`src/rtl/pl_if_stage.sv`:
```
// pl_if_stage: instruction fetch stage with stall buffer, pending redirect and IF/ID register
module pl_if_stage (
  input  logic        clock,
  input  logic        reset,
  input  logic [31:0] bpc,
  input  logic [31:0] jpc,
  input  logic [31:0] da,
  input  logic [1:0]  pcsource,
  input  logic        wpcir,
  input  logic        flush,
  output logic [31:0] imem_addr,
  output logic        imem_req,
  input  logic [31:0] imem_rdata,
  input  logic        imem_ready,
  output logic [31:0] dpc4,
  output logic [31:0] inst
);
  typedef enum logic [1:0] {BOOT, REQ, HELD} state_t;
  state_t st, n_st;
  logic [31:0] pc, n_pc, n_dpc4, n_inst, ptgt, n_ptgt, hold_word, n_hold_word, tgt, pc4;
  logic pend, n_pend, redir;
  assign pc4 = pc + 32'd4;
  assign redir = wpcir && pcsource != 2'b00;
  assign tgt = pcsource == 2'b01 ? bpc : pcsource == 2'b10 ? {da[31:2], 2'b00} : jpc;
  assign imem_addr = pc;
  assign imem_req = st == REQ && !reset;
  always_comb begin
    n_st = st;
    n_pc = pc;
    n_dpc4 = dpc4;
    n_inst = inst;
    n_pend = pend;
    n_ptgt = ptgt;
    n_hold_word = hold_word;
    if (st == BOOT) begin
      n_st = REQ;
      if (redir) begin
        n_pend = 1'b1;
        n_ptgt = tgt;
      end
      if (wpcir && flush) n_inst = '0;
    end else if (st == REQ) begin
      if (imem_ready) begin
        if (redir || pend) begin
          // the live redirect wins over the one recorded while the fetch was outstanding
          n_pc = redir ? tgt : ptgt;
          n_pend = 1'b0;
          if (wpcir) n_inst = '0;
        end else if (wpcir && flush) begin
          n_inst = '0;
        end else if (wpcir) begin
          n_dpc4 = pc4;
          n_inst = imem_rdata;
          n_pc = pc4;
        end else begin
          n_hold_word = imem_rdata;
          n_st = HELD;
        end
      end else begin
        if (redir) begin
          n_pend = 1'b1;
          n_ptgt = tgt;
        end
        if (wpcir) n_inst = '0;
      end
    end else if (wpcir) begin
      n_st = REQ;
      if (redir) begin
        n_pc = tgt;
        n_inst = '0;
      end else if (flush) begin
        n_inst = '0;
      end else begin
        n_dpc4 = pc4;
        n_inst = hold_word;
        n_pc = pc4;
      end
    end
  end
  always_ff @(posedge clock) begin
    if (reset) begin
      st <= BOOT;
      pc <= '0;
      dpc4 <= '0;
      inst <= '0;
      pend <= 1'b0;
      ptgt <= '0;
      hold_word <= '0;
    end else begin
      st <= n_st;
      pc <= n_pc;
      dpc4 <= n_dpc4;
      inst <= n_inst;
      pend <= n_pend;
      ptgt <= n_ptgt;
      hold_word <= n_hold_word;
    end
  end
endmodule

```
`config.mk`:
```
export PLATFORM = sky130hd
export DESIGN_NAME = pl_if_stage
export DESIGN_NICKNAME = d
export VERILOG_FILES = /design/src/rtl/pl_if_stage.sv
export SDC_FILE = /design/constraint.sdc
export NUM_CORES = 1
export LEC_CHECK = 0
export CORE_AREA = 2 2 153 230
export CTS_BUF_LIST = sky130_fd_sc_hd__clkbuf_16
export CTS_CLUSTER_DIAMETER = 40
export CTS_CLUSTER_SIZE = 14
export DETAILED_ROUTE_END_ITERATION = 7
export DIE_AREA = 0 0 155 232
export DONT_BUFFER_PORTS = 1
export PLACE_DENSITY = 0.43
export REMOVE_ABC_BUFFERS = 1
export SLEW_MARGIN = 20
export SYNTH_ARGS = -nofsm -noshare
export SYNTH_HDL_FRONTEND = slang
export SYNTH_SLANG_ARGS = --single-unit
```
`constraint.sdc`:
```
create_clock -name clock -period 2.2 [get_ports clock]
set_input_delay 0.33 -clock clock [delete_from_list [all_inputs] [get_ports clock]]
set_output_delay 0.33 -clock clock [all_outputs]
set_load 0.02 [all_outputs]
```
==> metrics.md, run 1 <==
| Metric | Value |
|---|---|
| CP peak stage delay | 500 ps |
| DIE WIDTH | 155 µm |
| Gpl congestion | 0.831 |
| CP delay by family, top | simple AND/OR/NAND/NOR gates |
| CTS tree | yes |
| Clock Skew | 10.9 ps |
| Cell area after synthesis | 8770 µm² |
| Setup TNS | 0 ps |
| Pwr dens | between 600 and 700 nW/µm² |
| Seq cells post-synth | roughly 160 |
| Cell breakdown of the critical path | nand3_1 -> or3_1 -> nor4_1 -> xnor2_1 -> a211oi_1 |
| Die Y | 232 µm |
| Hold path startpoint | flush |
| DRC viols | 0 |
| Total GRT Usage | 19.8% |
| Final Max Tran Viols | 0 |
| Worst Hold Path EP | inst[6]$_SDFFE_PP0P_ |
| Setup repair bufs after CTS | 0 |
| Final ANT Viol Nets | 0 |
| Min Tclk post-route | 2050 ps |
| WHS | 59.3 ps |
| # Max-Cap Violations | 0 |
| Number of hold violations in the final report | 0 |
| Grt total ovfl | 0 |
| Avg Vias per Cell | 5.34 |
| Post-detail-place hpwl | 24.2 mm |
| Syn avg cell area | around 7.7 µm² |
| DIE AREA | 36000 µm² |
| Post-synth EDFFs | 0 |
| Detailed Routing Iterations Pass 1 | 7 |
| Final net count | 1322 |
| Synth top area share | 37.2% |
| Buf/Inv on CP | 0 |
| Post-synth top flop | dfxtp_1 |
| H-tree levels | 4 |
| R2R depth | 5 |
| Largest net degree at the start of global routing | 100 |
| First-pass GRT wire length | approximately 54 mm |
| Largest cells by area after synthesis | dfxtp_1, a21oi_1, nand2_1 |
| Slowest CP cell | or3_1 |
| Synth async-reset ratio | 0% |
| Share of layout cells above drive strength 1 | 12.8% |
| Synth area leader | dfxtp_1 |
| Maximum root-to-sink buffer count | 2 |
| WL/cell | 21.9 µm |
| Initial antenna violation count | 1 |
| Power, Total | 7.31 mW |
| CTS buffer count | 17 |
| RSZ-0062 raised after global routing | false |
| Leakage power | about 3.7 nW |
| Fillcell total | roughly 3600 |
| Std cell rows | 83 |
| Worst slew margin | 35.3% |
| Initial Utilization | around a quarter |
| Area growth from synthesis to layout | 21.3% |
| Final wirelength | around 36 mm |
| Fmax | 488 MHz |
| Boundary Pins | 232 |
| R2R Setup Slk | between 100 and 150 ps |
| Core Area | 34000 µm² |
| Fin crit share | 93.2% |
| Endpoint type of the worst setup path | flip-flop |
| Slew @ Worst Pin | roughly 970 ps |
| Final WS setup | roughly 150 ps |
| CP Launch Type | flip-flop |
| Port Buf Inserts | 0 |
| Yosys cell types | 67 |
| Max FO, Critical Path | 8 |
| Worst vdd ir | 0.446 mV |
| Count leader, synth | dfxtp_1 |
| Post-Syn Instances | roughly 1100 |
| Ys Warns | 0 |
| Worst skew pair latency | 460 ps |
| Clock-pin slew on the worst setup and hold paths | around 70 ps |
| Worst Hold Depth | 2 |
| Top post-synthesis cells by count | dfxtp_1, nand2_1, a21oi_1 |
| DR vias | roughly 8700 |
| Root Driver | clkbuf_16 |
| Pre-CTS setup slack | between 80 and 90 ps |
| CTS sink cnt | 163 |
| DRT iter0 DRCs | 600 |
| R2R Path End | dpc4[31]$_SDFFE_PP0P_ |
| Final Setup Violations | 0 |
| Vias in the first global route | about 8500 |
| Critical Path RT | between 2000 and 3000 ps |
| Sequential area share after synthesis | roughly 37% |
| Crit path DAT | ~2400 ps |
| Reg2Reg Launch Point | imem_addr[8]$_SDFFE_PP0P_ |
| Hold Crit Class | primary input to flip-flop |
| Fin util | between 30% and 40% |
| Status | completed |
| Critical path class | flip-flop to flip-flop |
[timing repair]
action | CTS | global route
hold endpoints to repair | 127 | 0
endpoints found under the setup margin | 0 | 26
resized for setup | 0 | 5
hold buffers | 46 | 0
[area by class of cell]
class	count	area [µm²]	area share [%]
Clock buffer	17	425	4.00
Timing Repair Buffer	134	1190	11.2
Sequential cell	163	3260	30.7
Inverter	16	60.1	0.565
Antenna cell	1	2.50	0.0235
Multi-Input combinational cell	854	5060	47.5
Clock inverter	15	110	1.03
Tap cell	425	532	5.00
[stage by stage]
stage / cells / cell area [µm²]
5_1_grt: 1624 / 10600
6_report: 1625 / 10600
3_5_place_dp: 1546 / 9610
2_1_floorplan: 1033 / 8350
3_3_place_gp: 1546 / 9610
4_1_cts: 1624 / 10600
[power by group]
part | switching (mW) | internal [mW]
sequential | 0.198 | 3.10
clock | 1.43 | 1.45
combinational | 0.661 | 0.471
[worst max-delay path by stage]
stage	from	end	slack [ps]	depth (start not counted)
3_3_place_gp	imem_addr[14]$_SDFFE_PP0P_	imem_addr[28]$_SDFFE_PP0P_	130	5
5_1_grt	st[0]$_SDFFE_PP0P_	st[0]$_SDFFE_PP0P_	20	7
4_1_cts	st[1]$_SDFFE_PP0P_	inst[28]$_SDFFE_PP0P_	40	6
3_5_place_dp	imem_addr[14]$_SDFFE_PP0P_	imem_addr[28]$_SDFFE_PP0P_	90	5
6_report	imem_addr[8]$_SDFFE_PP0P_	dpc4[31]$_SDFFE_PP0P_	150	5
2_1_floorplan	pend$_SDFFE_PP0P_	hold_word[0]$_SDFFE_PP0P_	-1030	5
[routing by layer]
layer	global-route usage (%)	share of wire, %
met5	0	0
met2	36.2	53
met1	22.1	38
met4	6.16	1.7
met3	5.38	7.2
[state kept, by name, indices dropped and copies added, names as in the netlist]
name and cells:
inst 32, pend 1, ptgt 32, dpc4 32, imem_addr 32, hold_word 32
st 2
[cells in the final DEF (no fill, tap or decap), types with 4 or more instances in the layout]
| cell type | n |
|---|---|
| a211oi_1 | 70 |
| a21oi_1 | 135 |
| a22o_1 | 9 |
| a22oi_1 | 15 |
| a31oi_1 | 11 |
| and2_1 | 5 |
| and3_1 | 6 |
| and4_1 | 5 |
| buf_12 | 4 |
| buf_4 | 84 |
| clkbuf_16 | 17 |
| clkinvlp_4 | 6 |
| dfxtp_1 | 162 |
| dlygate4sd3_1 | 45 |
| inv_1 | 16 |
| inv_6 | 4 |
| mux2_2 | 16 |
| mux2i_1 | 43 |
| nand2_1 | 152 |
| nand2b_1 | 4 |
| nand3_1 | 26 |
| nand4_1 | 8 |
| nor2_1 | 102 |
| nor2b_1 | 14 |
| nor3_1 | 20 |
| nor4_1 | 9 |
| o211ai_1 | 12 |
| o21ai_0 | 76 |
| o22ai_1 | 9 |
| o2bb2ai_1 | 7 |
| o31a_1 | 4 |
| o31ai_1 | 5 |
| o32ai_1 | 6 |
| or4_1 | 4 |
| xnor2_1 | 23 |
| xor2_1 | 4 |
[worst reg2reg max path, delay by kind of cell, from the launching register on]
| kind | cells | cell delay (ps) |
|---|---|---|
| XOR/XNOR | 1 | 110 |
| AO/OA/AOI/OAI | 1 | 220 |
| flip-flops | 1 | 460 |
| AND/OR/NAND/NOR | 3 | 1180 |
[kinds of logic (layout without fill, tap and decap cells)]
family,count (synthesis),after routing,synth area share (%)
xor gates and xnor gates,27,27,2.70
adders and majority gates,1,1,0.143
buffers and inverters,116,182,5.46
DFF,163,163,37.2
other,0,1,0
muxes,59,59,6.96
AOI/OAI and AO/OA,393,393,28.4
and+or+nand+nor,374,374,19.2
(Power assumes the default switching activity.)
==> inputs of run 2 (changes only) <==
==> constraint.sdc (replaced) <==
create_clock -name clock -period 2.2 [get_ports clock]
set_input_delay 0.33 -clock clock [delete_from_list [all_inputs] [get_ports clock]]
set_output_delay 0.33 -clock clock [all_outputs]
set_load 0.01 [all_outputs]
==> metrics.md, run 2 (synthesized netlist as in run 1, its figures left out) <==
| Metric | Value |
|---|---|
| Endpoint type of the worst setup path | flip-flop |
| Port Buf Inserts | 0 (unchanged) |
| Final Setup Violations | 0 (unchanged) |
| Final net count | 1305 (-1.3%) |
| CTS buffer count | 17 (unchanged) |
| Number of hold violations in the final report | 0 (unchanged) |
| Pre-CTS setup slack | 117 ps (+31.3 ps) |
| DIE WIDTH | 155 µm (unchanged) |
| Gpl congestion | 0.825 (-0.63%) |
| Final Max Tran Viols | 0 (unchanged) |
| Total GRT Usage | 20.0% (+0.19 points) |
| Crit path from | imem_addr[14]$_SDFFE_PP0P_ |
| Hold path startpoint | imem_rdata[14] |
| Critical Path RT | 2570 ps (about the same) |
| RSZ-0062 raised after global routing | false |
| Boundary Pins | 232 (unchanged) |
| Final ANT Viol Nets | 0 (unchanged) |
| Slew @ Worst Pin | 913 ps (-54.5 ps) |
| DIE AREA | 36000 µm² (unchanged) |
| Clock-pin slew on the worst setup and hold paths | 70 ps (about the same) |
| Status | completed |
| Placed Area | 9590 µm² (-0.21%) |
| Max FO, Critical Path | 5 (-3) |
| Final wirelength | 36.2 mm (+1.7%) |
| Leading cell type in the layout, fill and taps excluded | dfxtp_1 |
| Setup repair bufs after CTS | 0 (unchanged) |
| Area growth from synthesis to layout | 20.5% |
| Avg Vias per Cell | 5.32 (-0.21%) |
| Std cell rows | 83 (unchanged) |
| Placed cell count | 1540 (-0.39%) |
| Fin crit share | 97.3% (+4.1 points) |
| DR vias | 8561 (-1.3%) |
| Hold Crit Class | primary input to flip-flop |
| Share of layout cells above drive strength 1 | 12.2% (-0.66 points) |
| CTS tree | yes |
| Post-detail-place hpwl | 24.0 mm (-0.65%) |
| Worst vdd ir | 0.493 mV (+11%) |
| CP Launch Type | flip-flop |
| Initial antenna violation count | 2 (+1) |
| Pwr dens | 707 nW/µm² (+3.0%) |
| WL/cell | 22.5 µm (+2.7%) |
| Post-route cell area | 10600 µm² (-0.66%) |
| DRT iter0 DRCs | 479 (-20%) |
| Initial Utilization | 25.8% (unchanged) |
| Largest net degree at the start of global routing | 79 (-21%) |
| Root Driver | clkbuf_16 |
| Worst slew margin | 38.9% (+3.6 points) |
| First-pass GRT wire length | 53.7 mm (-0.17%) |
| Non-filler instance count after layout | 1608 (-1.0%) |
| Die Y | 232 µm (unchanged) |
| Final WS setup | 59.9 ps (-89.5 ps) |
| Crit path DAT | 2510 ps (+90 ps) |
| Min Tclk post-route | 2140 ps (+89.5 ps) |
| Fmax | 467 MHz (-4.2%) |
| Leakage power | 3.69 nW (-1.1%) |
| Vias in the first global route | 8394 (-1.6%) |
| Grt total ovfl | 0 (unchanged) |
| Critical path class | flip-flop to flip-flop |
| # Max-Cap Violations | 0 (unchanged) |
| H-tree levels | 4 (unchanged) |
| Core Area | 34000 µm² (unchanged) |
| Maximum root-to-sink buffer count | 2 (unchanged) |
| Detailed Routing Iterations Pass 1 | 5 (-2) |
| Worst skew pair latency | 450 ps (about the same) |
| Reg2Reg Launch Point | imem_addr[14]$_SDFFE_PP0P_ |
| CTS sink cnt | 163 (unchanged) |
| Most frequent cells in the layout | dfxtp_1, nand2_1, a21oi_1, nor2_1 |
| Clock Skew | 13.7 ps (+2.82 ps) |
| DRC viols | 0 (unchanged) |
[run 2: cell types whose count changed in the layout (fill, tap and decap cells not counted), moves of 2 or more]
| cell | before | now |
|---|---|---|
| buf_4 | 84 | 76 |
| bufinv_16 | 0 | 3 |
| buf_12 | 4 | 7 |
| inv_6 | 4 | 1 |
| nor3_2 | 2 | 0 |
| inv_1 | 16 | 18 |
| dlygate4sd3_1 | 45 | 33 |
| clkinvlp_4 | 6 | 3 |
| nor3_1 | 20 | 22 |
[run 2: area by class of cell]
type | count | area (µm²)
fillers | 3657 | 23400
multi-input cells | 854 | 5050
flip-flops and latches | 163 | 3260
repair buffers | 117 | 1070
well taps | 425 | 532
clock buffers | 17 | 425
clock inverters | 15 | 168
inverters | 16 | 60.1
diodes | 1 | 2.50
[run 2: timing repair]
| action | 4_1_cts | 5_1_grt |
|---|---|---|
| hold buffers | 35 | 0 |
| endpoints found under the hold margin | 87 | 0 |
| setup endpoints to repair | 0 | 19 |
| gates resized for setup | 0 | 2 |
[run 2: worst paths after layout]
check,endpoint,slack (ps),depth (start not counted)
setup / recovery,imem_addr[29]$_SDFFE_PP0P_,60,5
hold / removal,hold_word[14]$_SDFFE_PP0P_,20,2
setup reg to reg,imem_addr[29]$_SDFFE_PP0P_,60,5
hold reg to reg,hold_word[31]$_SDFFE_PP0P_,450,2
[run 2: per-layer routing]
layer  part of all wire [%]  up-vias  GRT usage [%]
met5                  0.033        -              0
met4                    2.9        2           7.35
met3                    6.8       47           5.62
met2                     51      268           35.6
met1                     39     4045           22.6
li1                       -     4199              -
[run 2: critical path: stages (launching register included)]
cell,delay [ps]
dfxtp_1,480
and4_1,310
nand4_2,230
or3_4,460
o41a_1,410
o221ai_2,170
[run 2: per-stage QoR]
stage | util [%] | hold WS [ps] | setup TNS (ps) | power (mW)
CTS | 31.1 | 0.303 | 0 | 7.59
detailed placement | 28.2 | 427 | 0 | 4.32
finish | 31.1 | 24.1 | 0 | 7.48
global placement | 28.2 | 424 | 0 | 4.31
global route | 31.1 | 13.0 | 0 | 7.83
floorplan | - | 399 | -58450 | 3.91
[run 2: power breakdown]
group	leakage [nW]	internal, mW	total (mW)	switching [mW]
logic	2.08	0.460	1.12	0.656
registers	1.33	3.10	3.25	0.149
clock network	0.291	1.77	3.11	1.34
